File: src/rtl/arcade_input_ctrl_pkg.sv
`default_nettype none
// ============================================================================
// Module      : arcade_input_pkg
// Description : Shared constants for the arcade input controller: PS/2
//               scancodes, key-state vector indices, joystick bit indices
//               and the coin/start sequencer state encoding.
// Revision    : 1.0 - initial release
// ============================================================================
package arcade_input_pkg;

    // Scancodes matched on the low 8 bits only (extended flag ignored)
    localparam logic [7:0] c_sc_up    = 8'h75;
    localparam logic [7:0] c_sc_down  = 8'h72;
    localparam logic [7:0] c_sc_left  = 8'h6B;
    localparam logic [7:0] c_sc_right = 8'h74;
    localparam logic [7:0] c_sc_ctrl  = 8'h14;

    // Scancodes matched together with the extended flag (must be non-extended)
    localparam logic [8:0] c_sc_space = 9'h029;
    localparam logic [8:0] c_sc_f1    = 9'h005;
    localparam logic [8:0] c_sc_f2    = 9'h006;
    localparam logic [8:0] c_sc_f3    = 9'h004;

    // Bit positions inside the key-state vector
    localparam int c_key_up    = 0;
    localparam int c_key_down  = 1;
    localparam int c_key_left  = 2;
    localparam int c_key_right = 3;
    localparam int c_key_ctrl  = 4;
    localparam int c_key_space = 5;
    localparam int c_key_f1    = 6;
    localparam int c_key_f2    = 7;
    localparam int c_key_count = 8;

    // Joystick bit positions
    localparam int c_joy_right   = 0;
    localparam int c_joy_left    = 1;
    localparam int c_joy_down    = 2;
    localparam int c_joy_up      = 3;
    localparam int c_joy_fire    = 4;
    localparam int c_joy_barrier = 5;
    localparam int c_joy_start1  = 6;
    localparam int c_joy_start2  = 7;

    // Coin/start sequencer states
    typedef enum logic [2:0] {
        ST_IDLE    = 3'd0,
        ST_COIN    = 3'd1,
        ST_GAP     = 3'd2,
        ST_START   = 3'd3,
        ST_RELEASE = 3'd4
    } seq_state_t;

    // Larger of two integers, used to size the shared sequencer counter
    function automatic int max_of(input int a, input int b);
        return (a > b) ? a : b;
    endfunction

endpackage
`default_nettype wire

File: src/rtl/arcade_input_ctrl_if.sv
`default_nettype none
// ============================================================================
// Module      : arcade_input_ctrl_if
// Description : Bundle of the keyboard/joystick inputs and game-control
//               outputs of the arcade input controller. The slave modport is
//               the controller side, the master modport the driving side.
// Revision    : 1.0 - initial release
// ============================================================================
interface arcade_input_ctrl_if;

    logic [10:0] ps2_key;
    logic [15:0] joystick_0;
    logic [15:0] joystick_1;
    logic        rotate;

    logic        btn_left;
    logic        btn_right;
    logic        btn_fire;
    logic        btn_barrier;
    logic        btn_coin;
    logic [1:0]  btn_player_start;
    logic        seq_busy;

    modport master (
        output ps2_key, joystick_0, joystick_1, rotate,
        input  btn_left, btn_right, btn_fire, btn_barrier, btn_coin,
               btn_player_start, seq_busy
    );

    modport slave (
        input  ps2_key, joystick_0, joystick_1, rotate,
        output btn_left, btn_right, btn_fire, btn_barrier, btn_coin,
               btn_player_start, seq_busy
    );

endinterface
`default_nettype wire

File: src/rtl/arcade_input_ctrl_ps2_keys.sv
`default_nettype none
// ============================================================================
// Module      : arcade_ps2_keys
// Description : Detects PS/2 key events from the toggle bit and keeps a
//               held/released state per game key. Optional F3 press pulse
//               when ARCADE_AUTOFIRE_EN is defined.
// Revision    : 1.0 - initial release
// ============================================================================
module arcade_ps2_keys
    import arcade_input_pkg::*;
(
    input  wire logic                   clk_sys,
    input  wire logic                   reset_n,
    input  wire logic [10:0]            ps2_key,
`ifdef ARCADE_AUTOFIRE_EN
    output logic                        f3_press,
`endif
    output logic [c_key_count-1:0]      key_state
);

    logic                   r_toggle_q;
    logic                   r_armed;
    logic [c_key_count-1:0] r_key_state;
    logic                   w_event;
    logic                   w_pressed;
    logic [7:0]             w_code;
    logic [8:0]             w_ext_code;

    // The first cycle after reset only captures the toggle level, so a stale
    // toggle value cannot look like a fresh event.
    assign w_event    = r_armed & (ps2_key[10] ^ r_toggle_q);
    assign w_pressed  = ps2_key[9];
    assign w_code     = ps2_key[7:0];
    assign w_ext_code = ps2_key[8:0];

    // Track the toggle bit and arm event detection after the first cycle
    always_ff @(posedge clk_sys or negedge reset_n) begin
        if (!reset_n) begin
            r_toggle_q <= 1'b0;
            r_armed    <= 1'b0;
        end else begin
            r_toggle_q <= ps2_key[10];
            r_armed    <= 1'b1;
        end
    end

    // Update the held state of the matching key on each event
    always_ff @(posedge clk_sys or negedge reset_n) begin
        if (!reset_n) begin
            r_key_state <= '0;
        end else if (w_event) begin
            if (w_code == c_sc_up)         r_key_state[c_key_up]    <= w_pressed;
            if (w_code == c_sc_down)       r_key_state[c_key_down]  <= w_pressed;
            if (w_code == c_sc_left)       r_key_state[c_key_left]  <= w_pressed;
            if (w_code == c_sc_right)      r_key_state[c_key_right] <= w_pressed;
            if (w_code == c_sc_ctrl)       r_key_state[c_key_ctrl]  <= w_pressed;
            if (w_ext_code == c_sc_space)  r_key_state[c_key_space] <= w_pressed;
            if (w_ext_code == c_sc_f1)     r_key_state[c_key_f1]    <= w_pressed;
            if (w_ext_code == c_sc_f2)     r_key_state[c_key_f2]    <= w_pressed;
        end
    end

    assign key_state = r_key_state;

`ifdef ARCADE_AUTOFIRE_EN
    // Only the press event of F3 matters; releases are ignored
    assign f3_press = w_event & w_pressed & (w_ext_code == c_sc_f3);
`endif

endmodule
`default_nettype wire

File: src/rtl/arcade_input_ctrl.sv
`default_nettype none
// ============================================================================
// Module      : arcade_input_ctrl
// Description : Maps PS/2 keys and two joysticks onto arcade game controls
//               and turns a start request into a coin pulse, a gap and a
//               player-start pulse. Optional autofire when the macro
//               ARCADE_AUTOFIRE_EN is defined.
// Revision    : 1.0 - initial release
// ============================================================================
module arcade_input_ctrl
    import arcade_input_pkg::*;
#(
    parameter int COIN_CYCLES     = 1100000,
    parameter int GAP_CYCLES      = 550000,
    parameter int START_CYCLES    = 550000,
    parameter int AUTOFIRE_CYCLES = 550000
) (
    input  wire logic          clk_sys,
    input  wire logic          reset_n,
    arcade_input_ctrl_if.slave bus
);

    localparam int c_max_cycles = max_of(max_of(COIN_CYCLES, GAP_CYCLES), START_CYCLES);
    localparam int c_cnt_w      = $clog2(c_max_cycles) + 1;

    localparam logic [c_cnt_w-1:0] c_coin_load  = c_cnt_w'(COIN_CYCLES - 1);
    localparam logic [c_cnt_w-1:0] c_gap_load   = c_cnt_w'(GAP_CYCLES - 1);
    localparam logic [c_cnt_w-1:0] c_start_load = c_cnt_w'(START_CYCLES - 1);
    localparam logic [c_cnt_w-1:0] c_cnt_one    = c_cnt_w'(1);

    logic [c_key_count-1:0] w_keys;
    logic [15:0]            w_joy;
    logic                   w_left;
    logic                   w_right;
    logic                   w_barrier;
    logic                   w_fire_req;
    logic                   w_start1_req;
    logic                   w_start2_req;
    logic                   w_unused_joy;

    logic                   r_btn_left;
    logic                   r_btn_right;
    logic                   r_btn_barrier;
    logic                   r_btn_fire;

    seq_state_t             r_state;
    logic [c_cnt_w-1:0]     r_cnt;
    logic [1:0]             r_player;
    logic                   r_btn_coin;
    logic [1:0]             r_btn_player_start;
    logic                   r_seq_busy;

`ifdef ARCADE_AUTOFIRE_EN
    logic                   w_f3_press;
`endif

    arcade_ps2_keys u_keys (
        .clk_sys   (clk_sys),
        .reset_n   (reset_n),
        .ps2_key   (bus.ps2_key),
`ifdef ARCADE_AUTOFIRE_EN
        .f3_press  (w_f3_press),
`endif
        .key_state (w_keys)
    );

    assign w_joy        = bus.joystick_0 | bus.joystick_1;
    assign w_unused_joy = ^w_joy[15:8];

    // Rotated cabinets steer with up/down instead of left/right
    assign w_left  = bus.rotate ? (w_keys[c_key_down] | w_joy[c_joy_down])
                                : (w_keys[c_key_left] | w_joy[c_joy_left]);
    assign w_right = bus.rotate ? (w_keys[c_key_up]    | w_joy[c_joy_up])
                                : (w_keys[c_key_right] | w_joy[c_joy_right]);

    assign w_barrier    = w_keys[c_key_ctrl]  | w_joy[c_joy_barrier];
    assign w_fire_req   = w_keys[c_key_space] | w_joy[c_joy_fire];
    assign w_start1_req = w_keys[c_key_f1]    | w_joy[c_joy_start1];
    assign w_start2_req = w_keys[c_key_f2]    | w_joy[c_joy_start2];

    // Register the directional and barrier controls
    always_ff @(posedge clk_sys or negedge reset_n) begin
        if (!reset_n) begin
            r_btn_left    <= 1'b0;
            r_btn_right   <= 1'b0;
            r_btn_barrier <= 1'b0;
        end else begin
            r_btn_left    <= w_left;
            r_btn_right   <= w_right;
            r_btn_barrier <= w_barrier;
        end
    end

`ifdef ARCADE_AUTOFIRE_EN
    localparam int c_af_w = $clog2(AUTOFIRE_CYCLES) + 1;

    localparam logic [c_af_w-1:0] c_af_half = c_af_w'(AUTOFIRE_CYCLES / 2);
    localparam logic [c_af_w-1:0] c_af_last = c_af_w'(AUTOFIRE_CYCLES - 1);
    localparam logic [c_af_w-1:0] c_af_one  = c_af_w'(1);

    logic                   r_autofire_on;
    logic                   r_fire_req_d;
    logic [c_af_w-1:0]      r_phase_cnt;
    logic                   w_fire_rise;
    logic [c_af_w-1:0]      w_phase_idx;

    // A fresh press always starts in the high half of the period
    assign w_fire_rise = w_fire_req & ~r_fire_req_d;
    assign w_phase_idx = w_fire_rise ? '0 : r_phase_cnt;

    // Autofire enable toggle, phase counter and gated fire output
    always_ff @(posedge clk_sys or negedge reset_n) begin
        if (!reset_n) begin
            r_autofire_on <= 1'b0;
            r_fire_req_d  <= 1'b0;
            r_phase_cnt   <= '0;
            r_btn_fire    <= 1'b0;
        end else begin
            if (w_f3_press) begin
                r_autofire_on <= ~r_autofire_on;
            end
            r_fire_req_d <= w_fire_req;
            r_phase_cnt  <= (w_phase_idx == c_af_last) ? '0 : (w_phase_idx + c_af_one);
            r_btn_fire   <= r_autofire_on ? (w_fire_req & (w_phase_idx < c_af_half))
                                          : w_fire_req;
        end
    end
`else
    // Fire follows the request directly
    always_ff @(posedge clk_sys or negedge reset_n) begin
        if (!reset_n) begin
            r_btn_fire <= 1'b0;
        end else begin
            r_btn_fire <= w_fire_req;
        end
    end
`endif

    // Coin/start sequencer sharing one down-counter reloaded on state entry
    always_ff @(posedge clk_sys or negedge reset_n) begin
        if (!reset_n) begin
            r_state            <= ST_IDLE;
            r_cnt              <= '0;
            r_player           <= 2'b00;
            r_btn_coin         <= 1'b0;
            r_btn_player_start <= 2'b00;
            r_seq_busy         <= 1'b0;
        end else begin
            case (r_state)
                ST_IDLE: begin
                    if (w_start1_req | w_start2_req) begin
                        r_player   <= w_start1_req ? 2'b01 : 2'b10;
                        r_state    <= ST_COIN;
                        r_cnt      <= c_coin_load;
                        r_btn_coin <= 1'b1;
                        r_seq_busy <= 1'b1;
                    end
                end
                ST_COIN: begin
                    if (r_cnt == '0) begin
                        r_state    <= ST_GAP;
                        r_cnt      <= c_gap_load;
                        r_btn_coin <= 1'b0;
                    end else begin
                        r_cnt <= r_cnt - c_cnt_one;
                    end
                end
                ST_GAP: begin
                    if (r_cnt == '0) begin
                        r_state            <= ST_START;
                        r_cnt              <= c_start_load;
                        r_btn_player_start <= r_player;
                    end else begin
                        r_cnt <= r_cnt - c_cnt_one;
                    end
                end
                ST_START: begin
                    if (r_cnt == '0) begin
                        r_state            <= ST_RELEASE;
                        r_cnt              <= '0;
                        r_btn_player_start <= 2'b00;
                    end else begin
                        r_cnt <= r_cnt - c_cnt_one;
                    end
                end
                ST_RELEASE: begin
                    // Wait for both requests to drop so a held button fires once
                    if (!w_start1_req && !w_start2_req) begin
                        r_state    <= ST_IDLE;
                        r_cnt      <= '0;
                        r_seq_busy <= 1'b0;
                    end
                end
                default: begin
                    r_state            <= ST_IDLE;
                    r_cnt              <= '0;
                    r_btn_coin         <= 1'b0;
                    r_btn_player_start <= 2'b00;
                    r_seq_busy         <= 1'b0;
                end
            endcase
        end
    end

    assign bus.btn_left         = r_btn_left;
    assign bus.btn_right        = r_btn_right;
    assign bus.btn_fire         = r_btn_fire;
    assign bus.btn_barrier      = r_btn_barrier;
    assign bus.btn_coin         = r_btn_coin;
    assign bus.btn_player_start = r_btn_player_start;
    assign bus.seq_busy         = r_seq_busy;

endmodule
`default_nettype wire

File: src/flat_wrapper.sv
// flat-port wrapper written by rule: the top's interface ports become plain ports
module arcade_input_ctrl_flat import arcade_input_pkg::*;
#(
    parameter int COIN_CYCLES     = 1100000,
    parameter int GAP_CYCLES      = 550000,
    parameter int START_CYCLES    = 550000,
    parameter int AUTOFIRE_CYCLES = 550000
)
  (clk_sys, reset_n, bus_ps2_key, bus_joystick_0, bus_joystick_1, bus_rotate, bus_btn_left, bus_btn_right, bus_btn_fire, bus_btn_barrier, bus_btn_coin, bus_btn_player_start, bus_seq_busy);
  arcade_input_ctrl_if bus_i ();
  input  wire logic clk_sys;
  input  wire logic reset_n;
  input wire logic [$bits(bus_i.ps2_key)-1:0] bus_ps2_key;
  input wire logic [$bits(bus_i.joystick_0)-1:0] bus_joystick_0;
  input wire logic [$bits(bus_i.joystick_1)-1:0] bus_joystick_1;
  input wire logic [$bits(bus_i.rotate)-1:0] bus_rotate;
  output wire logic [$bits(bus_i.btn_left)-1:0] bus_btn_left;
  output wire logic [$bits(bus_i.btn_right)-1:0] bus_btn_right;
  output wire logic [$bits(bus_i.btn_fire)-1:0] bus_btn_fire;
  output wire logic [$bits(bus_i.btn_barrier)-1:0] bus_btn_barrier;
  output wire logic [$bits(bus_i.btn_coin)-1:0] bus_btn_coin;
  output wire logic [$bits(bus_i.btn_player_start)-1:0] bus_btn_player_start;
  output wire logic [$bits(bus_i.seq_busy)-1:0] bus_seq_busy;
  assign bus_i.ps2_key = bus_ps2_key;
  assign bus_i.joystick_0 = bus_joystick_0;
  assign bus_i.joystick_1 = bus_joystick_1;
  assign bus_i.rotate = bus_rotate;
  assign bus_btn_left = bus_i.btn_left;
  assign bus_btn_right = bus_i.btn_right;
  assign bus_btn_fire = bus_i.btn_fire;
  assign bus_btn_barrier = bus_i.btn_barrier;
  assign bus_btn_coin = bus_i.btn_coin;
  assign bus_btn_player_start = bus_i.btn_player_start;
  assign bus_seq_busy = bus_i.seq_busy;
  arcade_input_ctrl #(.COIN_CYCLES(COIN_CYCLES), .GAP_CYCLES(GAP_CYCLES), .START_CYCLES(START_CYCLES), .AUTOFIRE_CYCLES(AUTOFIRE_CYCLES)) u_core (.clk_sys(clk_sys), .reset_n(reset_n), .bus(bus_i));
endmodule
File: config.mk
export PLATFORM = sky130hd
export DESIGN_NAME = arcade_input_ctrl_flat
export DESIGN_NICKNAME = d
export VERILOG_FILES = /design/src/rtl/arcade_input_ctrl_pkg.sv /design/src/rtl/arcade_input_ctrl_if.sv /design/src/rtl/arcade_input_ctrl_ps2_keys.sv /design/src/rtl/arcade_input_ctrl.sv /design/src/flat_wrapper.sv
export SDC_FILE = /design/constraint.sdc
export NUM_CORES = 1
export LEC_CHECK = 0
export BUFFER_PORTS_ARGS = -buffer_cell sky130_fd_sc_hd__buf_2
export CAP_MARGIN = 20
export CORE_AREA = 2 2 71 73
export CTS_CLUSTER_SIZE = 30
export DETAILED_ROUTE_END_ITERATION = 8
export DIE_AREA = 0 0 73 75
export PLACE_DENSITY = 0.79
export SYNTH_ARGS = -nofsm -noshare
export SYNTH_HDL_FRONTEND = slang
export SYNTH_SLANG_ARGS = --single-unit
File: constraint.sdc
create_clock -name clk_sys -period 3.09 [get_ports clk_sys]
set_clock_uncertainty 0.2 [all_clocks]
set_input_delay 0 -clock clk_sys [delete_from_list [all_inputs] [get_ports clk_sys]]
set_output_delay 0 -clock clk_sys [all_outputs]
set_load 0.01 [all_outputs]
# After elaboration in Yosys (flattened, before gate mapping)
# Index checks and enable logic that the tools add are counted.
# word_totals
regBits	45
inputBits	46
out_inout_bits	8
wordCells	98
# op_classes
addsub	1
eq_ne	17
mux	22
n_bitwise	15
reduce_logical	23
# op_table
operator	count
22-bit 2-to-1 mux	4
22-bit case mux with 4 select lines	1
8-bit by 7-bit equality test with 1-bit output (second input constant)	4
22-bit zero test	1
22-bit by 1-bit subtractor with 22-bit output (second input constant)	1
2-bit AND reduction	10
9-bit by 3-bit equality test with 1-bit output (second input constant)	2
3-bit 2-to-1 mux	5
3-bit case mux with 5 select lines	1
2-bit by 1-bit != test with 1-bit output (second input constant)	5
9-bit by 6-bit equality test with 1-bit output (second input constant)	1
1-bit bitwise OR	9
3-bit AND reduction	3
3-bit OR reduction	3
8-bit by 5-bit equality test with 1-bit output (second input constant)	1
8-bit bitwise OR	1
3-bit by 2-bit equality test with 1-bit output (second input constant)	2
2-bit 2-to-1 mux	3
1-bit case mux with 3 select lines	2
2-bit case mux with 3 select lines	1
1-bit 2-to-1 mux	5
5-bit AND reduction	1
3-bit by 1-bit equality test with 1-bit output (second input constant)	1
3-bit equality test (second input constant)	1
7 further kinds	10

# Logic depth before layout (Yosys ltp)
# depth
depth_word	6
mapped_depth	9
ltp_nobuf	7

# By module
# From an unflattened synthesis, not the netlist that was laid out.
# unflattened
cells_unflattened	249
hier_area_um2	2472.4
# by_module_without_submodules
mod	n_inst	cells_each	area_each_um2	seq_area_each_um2
arcade_input_ctrl	1	209	1956.9	875.8
arcade_ps2_keys	1	40	515.5	250.2

# Worst setup path after synthesis
# No wires, ideal clock.
# synth_path
path_type	register to register
start	register u_core.r_cnt[0]
end	register u_core.r_cnt[20]
setup_time_ns	0.131
arrival_ns	2.070
required_time_ns	2.759
path_slack_ns	0.689
path_stages_with_launch	9
n_path_buf	1
synth_period_minus_slack_ns	2.401
cell_sequence	dfrtp_1 > inv_1 > ha_1 > or3b_1 > buf_2 > and4bb_4 > a31oi_4 > a32o_1 > or3_1
# synth_between
elab_chain_cells	3
elab_cells_between_ends	5
classes_between	add/sub: 1; mux: 3; reduce/logical: 1
# synth_lines
item	line	source
start, declared	arcade_input_ctrl.sv:47	logic [c_cnt_w-1:0] r_cnt;
start signal, assigned	arcade_input_ctrl.sv:154	r_cnt <= c_coin_load;
start signal, assigned	arcade_input_ctrl.sv:162	r_cnt <= c_gap_load;
start signal, assigned	arcade_input_ctrl.sv:165	r_cnt <= r_cnt - c_cnt_one;
22-bit by 1-bit subtractor with 22-bit output / 22-bit zero test (equally long branches)	-	
22-bit 2-to-1 mux, on equally long branches	arcade_input_ctrl.sv:178, arcade_input_ctrl.sv:160, arcade_input_ctrl.sv:169	
22-bit case mux with 4 select lines *	arcade_input_ctrl.sv:149	case (r_state)
# Every way passes the cells marked *; elsewhere a longest branch is shown, timed or not.
# A chain may end at the register's enable or synchronous reset.

# Final worst setup path
# layout_path
start	register u_core.u_keys.r_toggle_q
end	register u_core.u_keys.r_key_state[6] (netlist: u_core.u_keys.key_state[6])
# layout_between
elab_chain_cells	3
# layout_lines
item	line	source
start, declared	arcade_input_ctrl_ps2_keys.sv:21	logic r_toggle_q;
start signal, assigned	arcade_input_ctrl_ps2_keys.sv:42	r_toggle_q <= ps2_key[10];
1-bit XOR	arcade_input_ctrl_ps2_keys.sv:31	assign w_event = r_armed & (ps2_key[10] ^ r_toggle_q);
1-bit AND	arcade_input_ctrl_ps2_keys.sv:31	
2-bit AND reduction (no source line)	-	
end signal, assigned by index	arcade_input_ctrl_ps2_keys.sv:52	if (w_code == c_sc_up) r_key_state[c_key_up] <= w_pressed;
end signal, assigned by index	arcade_input_ctrl_ps2_keys.sv:53	if (w_code == c_sc_down) r_key_state[c_key_down] <= w_pressed;
end signal, assigned by index	arcade_input_ctrl_ps2_keys.sv:54	if (w_code == c_sc_left) r_key_state[c_key_left] <= w_pressed;
end, declared	arcade_input_ctrl_ps2_keys.sv:23	logic [c_key_count-1:0] r_key_state;
# No other way between the ends.

==> metrics.md <==
| Metric | Value |
|---|---|
| Status | `complete, no violations` |
| Antenna-violating nets left | `0` |
| R2r startpoint | `u_core.u_keys.r_toggle_q` |
| Syn Inst Count | `between 200 and 300` |
| Hold_sp | `bus_ps2_key[2]` |
| Die height | `75 um` |
| Pwr Density | `493 nW/um^2` |
| Layout Nets | `363` |
| Max-cap violations | `0` |
| Dominant cells by area after synthesis | `dfrtp_1 46%, a21oi_1 4.5%, mux2_2 4.2%` |
| CP required | `just over 3 ns` |
| CP dominant cell by count | `dlygate4sd3_1` |
| WHS Path Cells | `4` |
| Ys flop type | `dfrtp_1` |
| First-pass GRT wire length | `10.2 mm` |
| Worst path bufs/invs | `2` |
| Metal2 WL | `3.08 mm` |
| Final worst setup slack | `0.192 ns` |
| IR Drop Worst-Case VDD | `0.307 mV` |
| Pre-antenna DRT Iters | `4` |
| PortBufs | `37` |
| Sequential share of the synthesized area | `between 40% and 50%` |
| WL/cell | `about 16 um` |
| TritonCTS Buffers | `5` |
| Worst Tran Pin Value | `0.774 ns` |
| Clock-pin slew on the worst setup and hold paths | `0.08 ns` |
| Share of synthesized registers carrying an async set or reset | `between 90% and 100%` |
| Levels on crit path | `7` |
| Crit path launch type | `flop` |
| Vias | `between 2,000 and 2,500` |
| Reg2reg setup slack | `roughly 0.19 ns` |
| Commonest cells post-synth | `45 x dfrtp_1, 22 x a21oi_1, 19 x nor2_1, 18 x nor3_1, 15 x or3_1` |
| DIE AREA | `roughly 5500 um^2` |
| Reg-to-reg endpoint | `u_core.u_keys.key_state[6]` |
| CTS root buf | `clkbuf_8` |
| Final GP Congestion | `0.819` |
| Fin util | `65.0%` |
| Fin Setup TNS | `0 ns` |
| CORE AREA | `about 4700 um^2` |
| Grt total ovfl | `0` |
| Period utilization | `93.8%` |
| Crit path DAT | `2.88 ns` |
| PostCTS Resize Cnt | `0` |
| Clock latency on the worst-skew pair | `0.29 ns` |
| Syn Std Cell Area | `2430 um^2` |
| Crit path max fanout | `3` |
| Drc violations | `0` |
| WHS Endpoint | `u_core.u_keys.key_state[1]` |
| Top Ports | `54` |
| Leakage Power | `1.29 nW` |
| RSZ-0062 raised after global routing | `no` |
| Share of the synthesized area in the top cell type | `46.3%` |
| Routed length on met3 | `334 um` |
| CTS tree | `built` |
| HPWL after DPL | `between 3 and 4 mm` |
| Yosys Warn Count | `0` |
| Largest net degree at the start of global routing | `46` |
| Post-synth EDFFs | `0` |
| Delay of the slowest cell on the worst path | `0.63 ns` |
| Fin. Hold Viols | `0` |
| Fin crit period | `slightly below 3 ns` |
| Top Metal Used | `met4` |
| Mapped Avg Cell Area | `9.66 um^2` |
| Met1 Wirelength | `2.46 mm` |
| Share of cells above drive strength 1 | `20.6%` |
| Initial Util | `between 50 and 60%` |
| Worst Hold Class | `in -> reg` |
| Slew headroom | `48.4%` |
| Layout area overhead | `24.5%` |
| DRT iter0 DRCs | `between 150 and 200` |
| Worst slack at placement | `0.450 ns` |
| Final wirelength | `between 6 and 7 mm` |
| CP Cell Sequence | `xor2_1 > nand4b_1 > nor4b_1 > dlygate4sd3_1 > nand2_1 > dlygate4sd3_1 > mux2_2` |
| Slowest-stage cell, CP | `dlygate4sd3_1` |
| Yosys reg bits | `45` |
| GRT Overall Usage | `24.4%` |
| Largest delay share family, worst path | `buffers and inverters` |
| Initial antenna violation count | `0` |
| Top-count cell post-synth | `dfrtp_1` |
| FP Rows | `25` |
| Pwr Total | `around 1.5 mW` |
| Die width | `73 um` |
| Post-synthesis cell type count | `53` |
| Max Clock Freq | `0.345 GHz` |
| Syn nets | `between 200 and 300` |
| Ant diodes | `0` |
| Crit path kind | `reg -> reg` |
| Reg2Reg Depth | `7` |
| Sink Count | `45` |
| Clk buf depth | `2` |
| Area leader, netlist | `dfrtp_1` |
| Avg Vias per Cell | `5.99` |
| Worst setup EP type | `flop` |
| H-tree Lvls | `2` |
| Vias in the first global route | `2,261` |
| Slew Limit Fails | `0` |
| Final setup vio count | `0` |
worst max path at each step:
stage,start,to,slack [ns]
after detailed placement,u_core.r_cnt[0],u_core.r_cnt[20],0.45
after global placement,u_core.r_cnt[0],u_core.r_cnt[20],0.49
final,u_core.u_keys.r_toggle_q,u_core.u_keys.key_state[6],0.19
after CTS,u_core.u_keys.r_toggle_q,u_core.u_keys.key_state[6],0.27
after global routing,u_core.u_keys.r_toggle_q,u_core.u_keys.key_state[6],0.1
after floorplan,u_core.r_cnt[0],u_core.r_cnt[20],0.69
layer usage:
layer  vias to the layer above  track usage (%)
li1                       1069                -
met1                      1052             29.3
met2                        79             42.0
met3                        16             5.62
met4                         0             10.5
met5                         -                0
metrics by stage:
| stage | cell area (um^2) | hold WS (ns) | std cells |
|---|---|---|---|
| 2_1_floorplan | 2430 | -0.496 | 252 |
| 3_3_place_gp | 2660 | -0.0579 | 336 |
| 3_5_place_dp | 2660 | -0.0622 | 336 |
| 4_1_cts | 3000 | 0.0340 | 368 |
| 5_1_grt | 3030 | 0.0429 | 370 |
| 6_report | 3030 | 0.0442 | 370 |
flip-flops by register name, summed over array words and instances, names as in the netlist:
name / flops
u_core.u_keys.r_toggle_q: 1
u_core.bus.btn_right: 1
u_core.bus.btn_left: 1
u_core.u_keys.r_armed: 1
u_core.bus.btn_coin: 1
u_core.r_state: 3
u_core.u_keys.key_state: 8
u_core.r_player: 2
u_core.bus.btn_fire: 1
u_core.r_cnt: 22
u_core.bus.btn_barrier: 1
u_core.bus.seq_busy: 1
u_core.bus.btn_player_start: 2
placed cells by master (no fill, tap or decap), drive strengths merged, types with 2 or more instances in the layout:
cell / n
nand3b: 2
nor3: 19
xnor2: 3
nor3b: 3
a21oi: 23
xor2: 2
nand4: 5
a211o: 2
dfrtp: 45
o22ai: 7
nand2: 12
mux2: 9
a22o: 2
o21bai: 7
a21o: 4
nor4: 7
nor4b: 3
nor2: 19
nand3: 3
or3: 16
buf: 41
inv: 11
clkbuf: 7
dlygate4sd3: 26
o21ai: 14
nand4b: 2
o221ai: 2
cell type report:
cell class,count,area [um^2]
multi-input cells,186,1220
fillers,353,1630
inverters,11,41.3
well taps,54,67.6
clock buffers,7,86.3
flip-flops and latches,45,1130
repair buffers,67,488
what timing repair did:
item,in CTS,in global routing
hold buffers,25,1
endpoints found under the setup margin,0,0
hold endpoints to repair,60,15
setup buffers,0,0
tightest hold or removal path, delay by kind of cell:
kind	cells	cell delay, ns
buffers and inverters	1	0.09
and+or+nand+nor	2	0.20
muxes	1	0.21
logic make-up (layout without fill, tap and decap cells):
kind of cell | Yosys count | in the layout | share of synthesized area, %
multiplexers | 10 | 10 | 4.58
AO/OA/AOI/OAI | 70 | 70 | 18.9
XOR/XNOR | 5 | 5 | 1.80
other | 1 | 1 | 0.154
adder cells (fa/ha/maj) | 2 | 2 | 0.925
AND/OR/NAND/NOR | 98 | 98 | 23.8
flip-flops | 45 | 45 | 46.3
buffers and inverters | 21 | 85 | 3.60
power breakdown:
group / total, mW / switching (mW) / leakage, nW / internal (mW)
combinational: 0.348 / 0.165 / 0.696 / 0.182
sequential: 0.774 / 0.0966 / 0.554 / 0.677
clock: 0.371 / 0.193 / 0.0443 / 0.178
total: 1.49 / 0.454 / 1.29 / 1.04
Note: power is estimated with default switching activity, not from simulation.
